**config.mk**
```make
export PLATFORM = sky130hd
export DESIGN_NAME = decoder_n_scan
export DESIGN_NICKNAME = d
export VERILOG_FILES = /design/src/rtl/decoder_n_scan.sv
export SDC_FILE = /design/constraint.sdc
export NUM_CORES = 1
export LEC_CHECK = 0
export BUFFER_PORTS_ARGS = -buffer_cell sky130_fd_sc_hd__buf_2
export CORE_UTILIZATION = 40
export DETAILED_ROUTE_END_ITERATION = 7
export PLACE_DENSITY = 0.67
export SLEW_MARGIN = 20
export SYNTH_ARGS = -nofsm -noshare
export SYNTH_HDL_FRONTEND = slang
export SYNTH_SLANG_ARGS = --single-unit
```
**constraint.sdc**
```tcl
create_clock -name i_clk -period 1.35 [get_ports i_clk]
set_input_delay 0.0675 -clock i_clk [delete_from_list [all_inputs] [get_ports i_clk]]
set_output_delay 0.0675 -clock i_clk [all_outputs]
set_load 0.01 [all_outputs]
```
**src/rtl/decoder_n_scan.sv**
```systemverilog
// decoder_n_scan: registered binary-to-one-hot decoder with two modes.
//   DIRECT decodes one handshaked index per transfer.
//   SCAN   walks a one-hot pattern over indices 0..MAX_INDEX, one step every
//          SCAN_DIV clocks, pulsing o_wrap on the MAX_INDEX -> 0 step.
// Optional macro DEC_RANGE_ERR_EN adds a sticky o_err flag that records any
// DIRECT transfer whose index lies above MAX_INDEX.
module decoder_n_scan #(
  parameter int W_IN      = 2,
  parameter int MAX_INDEX = (1 << W_IN) - 1,
  parameter int SCAN_DIV  = 4
) (
  input  logic                   i_clk,
  input  logic                   i_rst,
  input  logic                   i_mode,
  input  logic                   i_valid,
  output logic                   o_ready,
  input  logic [W_IN-1:0]        i_binary,
  output logic [(1<<W_IN)-1:0]   o_one_hot,
  output logic [W_IN-1:0]        o_index,
  output logic                   o_valid,
  output logic                   o_wrap
`ifdef DEC_RANGE_ERR_EN
  ,
  output logic                   o_err
`endif
);

  localparam int OUT_W = 1 << W_IN;
  localparam int PW    = (SCAN_DIV > 1) ? $clog2(SCAN_DIV) : 1;

  localparam logic [PW-1:0]   PRESC_LAST = PW'(SCAN_DIV - 1);
  localparam logic [W_IN-1:0] MAX_IDX    = W_IN'(MAX_INDEX);

  typedef enum logic {
    ST_IDLE = 1'b0,
    ST_SCAN = 1'b1
  } state_t;

  state_t           state_q,   state_d;
  logic [W_IN-1:0]  index_q,   index_d;
  logic [OUT_W-1:0] one_hot_q, one_hot_d;
  logic             valid_q,   valid_d;
  logic             wrap_q,    wrap_d;
  logic [PW-1:0]    presc_q,   presc_d;
`ifdef DEC_RANGE_ERR_EN
  logic             err_q,     err_d;
`endif

  logic [OUT_W-1:0] in_dec;
  logic             in_range;
  logic [W_IN-1:0]  start_idx;
  logic [W_IN-1:0]  step_idx;

  // Out-of-range indices decode to all-zero, so the decoder itself doubles
  // as the range check: a nonzero result means the index is legal.
  function automatic logic [OUT_W-1:0] decode(input logic [W_IN-1:0] idx);
    logic [OUT_W-1:0] v;
    v = '0;
    for (int k = 0; k < OUT_W; k++) begin
      if ((k <= MAX_INDEX) && (idx == W_IN'(k))) v[k] = 1'b1;
    end
    return v;
  endfunction

  // Decode the incoming index and derive scan start / next-step indices.
  always_comb begin
    in_dec    = decode(i_binary);
    in_range  = |in_dec;
    start_idx = in_range ? i_binary : '0;
    step_idx  = (index_q == MAX_IDX) ? '0 : index_q + 1'b1;
  end

  // Next-state logic for the mode FSM, prescaler and output registers.
  always_comb begin
    // NOTE: every signal gets a default here so no path leaves it unassigned,
    // which would otherwise infer a latch.
    state_d   = state_q;
    index_d   = index_q;
    one_hot_d = one_hot_q;
    valid_d   = 1'b0;
    wrap_d    = 1'b0;
    presc_d   = presc_q;
`ifdef DEC_RANGE_ERR_EN
    err_d     = err_q;
`endif

    case (state_q)
      ST_IDLE: begin
        if (i_valid) begin
          valid_d = 1'b1;
          if (!i_mode) begin
            index_d   = i_binary;
            one_hot_d = in_dec;
`ifdef DEC_RANGE_ERR_EN
            if (!in_range) err_d = 1'b1;
`endif
          end else begin
            index_d   = start_idx;
            one_hot_d = decode(start_idx);
            presc_d   = '0;
            state_d   = ST_SCAN;
          end
        end
      end

      ST_SCAN: begin
        if (!i_mode) begin
          // Leaving SCAN freezes the outputs; no step happens on this edge.
          state_d = ST_IDLE;
        end else if (presc_q == PRESC_LAST) begin
          presc_d   = '0;
          valid_d   = 1'b1;
          wrap_d    = (index_q == MAX_IDX);
          index_d   = step_idx;
          one_hot_d = decode(step_idx);
        end else begin
          presc_d = presc_q + 1'b1;
        end
      end

      default: state_d = ST_IDLE;
    endcase
  end

  // State and output registers with synchronous active-high reset.
  always_ff @(posedge i_clk) begin
    // NOTE: sequential state uses non-blocking assignments so every register
    // samples the values from before this edge.
    if (i_rst) begin
      state_q   <= ST_IDLE;
      index_q   <= '0;
      one_hot_q <= OUT_W'(1);
      valid_q   <= 1'b0;
      wrap_q    <= 1'b0;
      presc_q   <= '0;
`ifdef DEC_RANGE_ERR_EN
      err_q     <= 1'b0;
`endif
    end else begin
      state_q   <= state_d;
      index_q   <= index_d;
      one_hot_q <= one_hot_d;
      valid_q   <= valid_d;
      wrap_q    <= wrap_d;
      presc_q   <= presc_d;
`ifdef DEC_RANGE_ERR_EN
      err_q     <= err_d;
`endif
    end
  end

  assign o_ready   = (state_q == ST_IDLE);
  assign o_one_hot = one_hot_q;
  assign o_index   = index_q;
  assign o_valid   = valid_q;
  assign o_wrap    = wrap_q;
`ifdef DEC_RANGE_ERR_EN
  assign o_err     = err_q;
`endif

endmodule
```
==> impl_metrics.tcl, run 1 <==
set metrics [dict create \
    whs_ns 0.07381 \
    avgSynthCellArea_um2 9.087 \
    fin_nets 91 \
    reg2reg_slack_ns 0.12 \
    worstSetupStartpointType "flip-flop" \
    synth_area_leaders "dfxtp_1, ha_1, mux2i_1, nor2_1, a32oi_1" \
    slew_headroom 0.7745 \
    fin_crit_ns 1.230 \
    finClkSkew_ns 0.001462 \
    yosys_most_used_dff "dfxtp_1" \
    syn_inst 61 \
    syn-num-nets 72 \
    cts_root_buf "clkbuf_4" \
    row_count 13 \
    drt-total-wl_mm 1.141 \
    synth_edf_count 0 \
    first_pass_iters 5 \
    port_buffers 14 \
    dieWidth_um 39.23 \
    drc_errors 0 \
    setup_violations 0 \
    synth_warnings 0 \
    crit_path_end_kind "flip-flop" \
    cellPowerDensity_nw_per_um2 1025 \
    vias 503 \
    cp.required_ns 1.50 \
    p_leak_nw 0.3094 \
    initialDrtViolationCount 9 \
    rsz0062_at_grt "false" \
    diodes 0 \
    p_int_mw 0.5006 \
    place_congestion 0.8046 \
    seq_area_frac_synth 0.3973 \
    synth.top_cell.area_share 0.3973 \
    sw_frac_of_total 0.2772 \
    initial_core_util 0.4260 \
    arrival_ns 1.38 \
    synthArstFlopShare 0 \
    antenna_found_initial 0 \
    design.core.area_um2 1301 \
    ir_drop_uv 592.0 \
    grt_max_degree 13 \
    tns_ns 0 \
    synth_area_um2 554.3 \
    path_class "flip-flop to flip-flop" \
    finalPower_mw 0.6925 \
    combPwrFrac 0.149 \
    insertion_delay_ns 0.27 \
    min_period_over_period 0.9113 \
    yosysMostFrequentCell "dfxtp_1" \
    cts_setup_buffers 0 \
    ys_types 22 \
    grt_pass1_wl_mm 1.759 \
    clockBufferDepth 2 \
    clkPwrFrac 0.340 \
    clkTransAtPathRegs_ns 0.08 \
    vias_per_cell 5.351 \
    status "complete, no violations" \
    hold_viol_final 0 \
    wl_per_cell_um 12.14 \
    drv_slew 0 \
    grt_overflow 0 \
    cts-htree-levels 1 \
    cts_hold_buf 0 \
    ys_ff_latch 11 \
    yosysTopAreaCell "dfxtp_1" \
    synthTopCellsByCount "dfxtp_1, nor2_1, ha_1" \
    dp_hpwl_um 830.7 \
    cts_sinks 11 \
    grt_pass1_vias 427 \
    gr-usage-all-layers 0.1742 \
    fp.dieH_um 39.23 \
    dieArea_um2 1539 \
    drtAntennaViolNets 0 \
    cap_viol_max_count 0 \
    p_seq_frac 0.511 \
    cts_buffers 3 \
    area_delta_synth_final_pct 21.90 \
    drive_gt1_frac 0.3038 \
    min_path_type "input pin to flip-flop" \
    ios 15 \
    worst_pin_slew_ns 0.3347 \
    cts_tree "yes" \
    cp_max_fo 5 \
    clock.fmax_ghz 0.8129 \
    final_util 0.5192 \
    power_switching_mw 0.1919 \
]
[routing by layer]
layer / track usage / routed length, um / vias to the layer above
met5: 0 / 0 / -
met4: 0.1034 / 21 / 0
met3: 0.05202 / 48 / 4
met2: 0.2625 / 512 / 13
met1: 0.2145 / 559 / 231
li1: - / - / 255
[stage by stage]
step                instances  setup slack, ns  cell area (um^2)
floorplan                  61          0.08935             554.3
global placement           90          0.02668             645.6
detailed placement         90          0.07490             645.6
CTS                        94          0.05668             671.9
global route               94          0.02067             675.6
finish                     94           0.1198             675.6
[placed cells by master (no fill, tap or decap), drive strengths merged]
master	Yosys	routed
a21oi	4	4
nor3	2	2
a32oi	3	3
nor2	7	7
nand2	3	3
buf	2	16
or3	1	1
nand2b	1	1
mux2i	3	3
dfxtp	11	11
o21ai	1	1
clkbuf	0	4
a211oi	2	2
nor2b	2	2
a22oi	1	1
ha	5	5
and3	1	1
a221oi	3	3
nand3	4	4
inv	5	5
[final timing paths]
kind,from,to,cells after the start
hold / removal,i_mode,o_wrap$_SDFF_PP0_,3
setup reg to reg,presc_q[0]$_SDFFE_PP0P_,o_index[1]$_SDFFE_PP0P_,4
hold reg to reg,o_one_hot[2]$_SDFFE_PP0P_,o_one_hot[2]$_SDFFE_PP0P_,2
setup / recovery,presc_q[0]$_SDFFE_PP0P_,o_index[1]$_SDFFE_PP0P_,4
[state kept, by name (all words and copies together), names as in the netlist]
signal / cells
o_index: 2
o_one_hot: 4
o_valid: 1
o_wrap: 1
presc_q: 2
state_q: 1
[critical path, stage by stage (launching register included)]
cell	delay, ns
dfxtp_1	0.37
ha_2	0.23
nand3_1	0.13
a221oi_1	0.30
a211oi_1	0.08
[power by group through the flow]
stage          sequential, mW  clock, mW  combinational, mW
2_1_floorplan           0.366          0             0.0558
3_3_place_gp            0.360          0              0.103
3_5_place_dp            0.361          0              0.104
4_1_cts                 0.354      0.236              0.104
5_1_grt                 0.357      0.255              0.117
6_report                0.354      0.235              0.103
[cells by family after synthesis]
| logic type | count (synthesis) | synth area share |
|---|---|---|
| buffers and inverters | 7 | 0.05642 |
| adders and majority gates | 5 | 0.1129 |
| DFF | 11 | 0.3973 |
| and+or+nand+nor | 21 | 0.1874 |
| AOI/OAI and AO/OA | 14 | 0.1919 |
| muxes | 3 | 0.05418 |
[layout make-up]
cell class	count	area, um^2
fillers	128	625.6
multi-input cells	43	305.3
flip-flops and latches	11	221.5
repair buffers	16	85.08
clock buffers	4	26.28
inverters	5	18.77
well taps	15	18.77
[what timing repair did]
action / CTS / global route
resized for setup: 0 / 2
endpoints found under the setup margin: 0 / 3
hold endpoints to repair: 0 / 0
(Power assumes the default switching activity.)
==> run 2, diff against run 1 <==
--- a/config.mk
+++ b/config.mk
@@ -6,6 +6,7 @@
 export NUM_CORES = 1
 export LEC_CHECK = 0
 export BUFFER_PORTS_ARGS = -buffer_cell sky130_fd_sc_hd__buf_2
+export CORE_MARGIN = 10
 export CORE_UTILIZATION = 40
 export DETAILED_ROUTE_END_ITERATION = 7
 export PLACE_DENSITY = 0.67
==> impl_metrics.tcl, run 2 (same netlist as run 1, synthesis figures left out) <==
set metrics [dict create \
    ios 15 \
    dieArea_um2 3275 \
    design.core.area_um2 1301 \
    cp_max_fo 5 \
    fp.dieH_um 57.23 \
    cts_buffers 3 \
    cp.required_ns 1.53 \
    grt_overflow 0 \
    finClkSkew_ns 0.002051 \
    wl_per_cell_um 13.11 \
    gr-usage-all-layers 0.07584 \
    cts_resized 0 \
    fin_nets 91 \
    drive_gt1_frac 0.3165 \
    drt-total-wl_mm 1.232 \
    drv_slew 0 \
    setup_violations 0 \
    cap_viol_max_count 0 \
    cts_setup_buffers 0 \
    drtAntennaViolNets 0 \
    finalPower_mw 0.6823 \
    whs_ns 0.08405 \
    vias_per_cell 5.191 \
    clkTransAtPathRegs_ns 0.07 \
    slew_headroom 0.7973 \
    diodes 0 \
    largest_reg_flops 4 \
    min_path_type "input pin to flip-flop" \
    crit_path_end_kind "flip-flop" \
    path_class "flip-flop to flip-flop" \
    dpl.cell_count 90 \
    place_congestion 0.8061 \
    insertion_delay_ns 0.27 \
    row_count 13 \
    first_pass_iters 4 \
    grt_pass1_vias 464 \
    worst_pin_slew_ns 0.3009 \
    p_leak_nw 0.3143 \
    instances_no_fill 94 \
    cts-htree-levels 1 \
    min_period_over_period 0.9035 \
    clock.fmax_ghz 0.8198 \
    final_common_cell "buf_2" \
    grt_max_degree 13 \
    rsz0062_at_grt "false" \
    final_cell_mix "buf_2, dfxtp_1, nor2_1" \
    dieWidth_um 57.23 \
    cts_hold_buf 0 \
    ir_drop_uv 655.0 \
    cts_root_buf "clkbuf_4" \
    grt_pass1_wl_mm 2.028 \
    tns_ns 0 \
    vias 488 \
    initialDrtViolationCount 5 \
    initial_core_util 0.4260 \
    cellPowerDensity_nw_per_um2 1001 \
    area_delta_synth_final_pct 23.02 \
    worstSetupStartpointType "flip-flop" \
    clockBufferDepth 2 \
    cts_sinks 11 \
    status "complete, no violations" \
    antenna_found_initial 0 \
    drc_errors 0 \
    hold_viol_final 0 \
    port_buffers 14 \
    reg2reg_slack_ns 0.13 \
    cts_tree "yes" \
    dp_hpwl_um 973.9 \
    fin_crit_ns 1.220 \
    arrival_ns 1.40 \
]
## run 2: changes by cell type in the layout (fill, tap and decap cells not counted)
cell	delta
a221oi_1	-1
a221oi_2	+1
ha_1	+1
ha_2	-1
nor2_1	-1
nor2_2	+1
## run 2: per-layer routing
layer / share of wire / GRT usage / vias to the layer above
met5: 0 / 0 / -
met4: 0.030 / 0.05034 / 0
met3: 0.064 / 0.02876 / 4
met2: 0.45 / 0.1147 / 9
met1: 0.46 / 0.08642 / 219
li1: - / - / 256
## run 2: path summary, 6_finish.rpt
path | to | cells past startpoint | from
hold / removal | o_wrap$_SDFF_PP0_ | 3 | i_mode
setup reg to reg | o_one_hot[3]$_SDFFE_PP0P_ | 4 | presc_q[0]$_SDFFE_PP0P_
hold reg to reg | o_one_hot[2]$_SDFFE_PP0P_ | 2 | o_one_hot[2]$_SDFFE_PP0P_
setup / recovery | o_one_hot[3]$_SDFFE_PP0P_ | 4 | presc_q[0]$_SDFFE_PP0P_
## run 2: through the flow
step / cell area, um^2 / worst slack (ns) / utilization
floorplan: 554.3 / 0.08935 / -
global route: 681.9 / 0.004370 / 0.5240
CTS: 671.9 / 0.06815 / 0.5163
detailed placement: 645.6 / 0.08377 / 0.4962
global placement: 645.6 / 0.02876 / 0.4962
finish: 681.9 / 0.1302 / 0.5240
## run 2: worst max-delay path: stages, from the launching register on
cell,delay [ns]
dfxtp_1,0.36
ha_1,0.23
nand2_1,0.13
mux2i_1,0.14
a221oi_1,0.27
## run 2: layout make-up
cell class / instances / area [um^2]
Inverter: 5 / 18.77
Fill cell: 130 / 619.3
Timing Repair Buffer: 16 / 85.08
Clock buffer: 4 / 26.28
Sequential cell: 11 / 221.5
Multi-Input combinational cell: 43 / 311.5
Tap cell: 15 / 18.77
## run 2: power breakdown
group	internal, mW	total (mW)	switching [mW]
registers	0.341	0.354	0.0130
logic	0.0469	0.108	0.0607
clock network	0.114	0.220	0.106
total	0.503	0.682	0.180
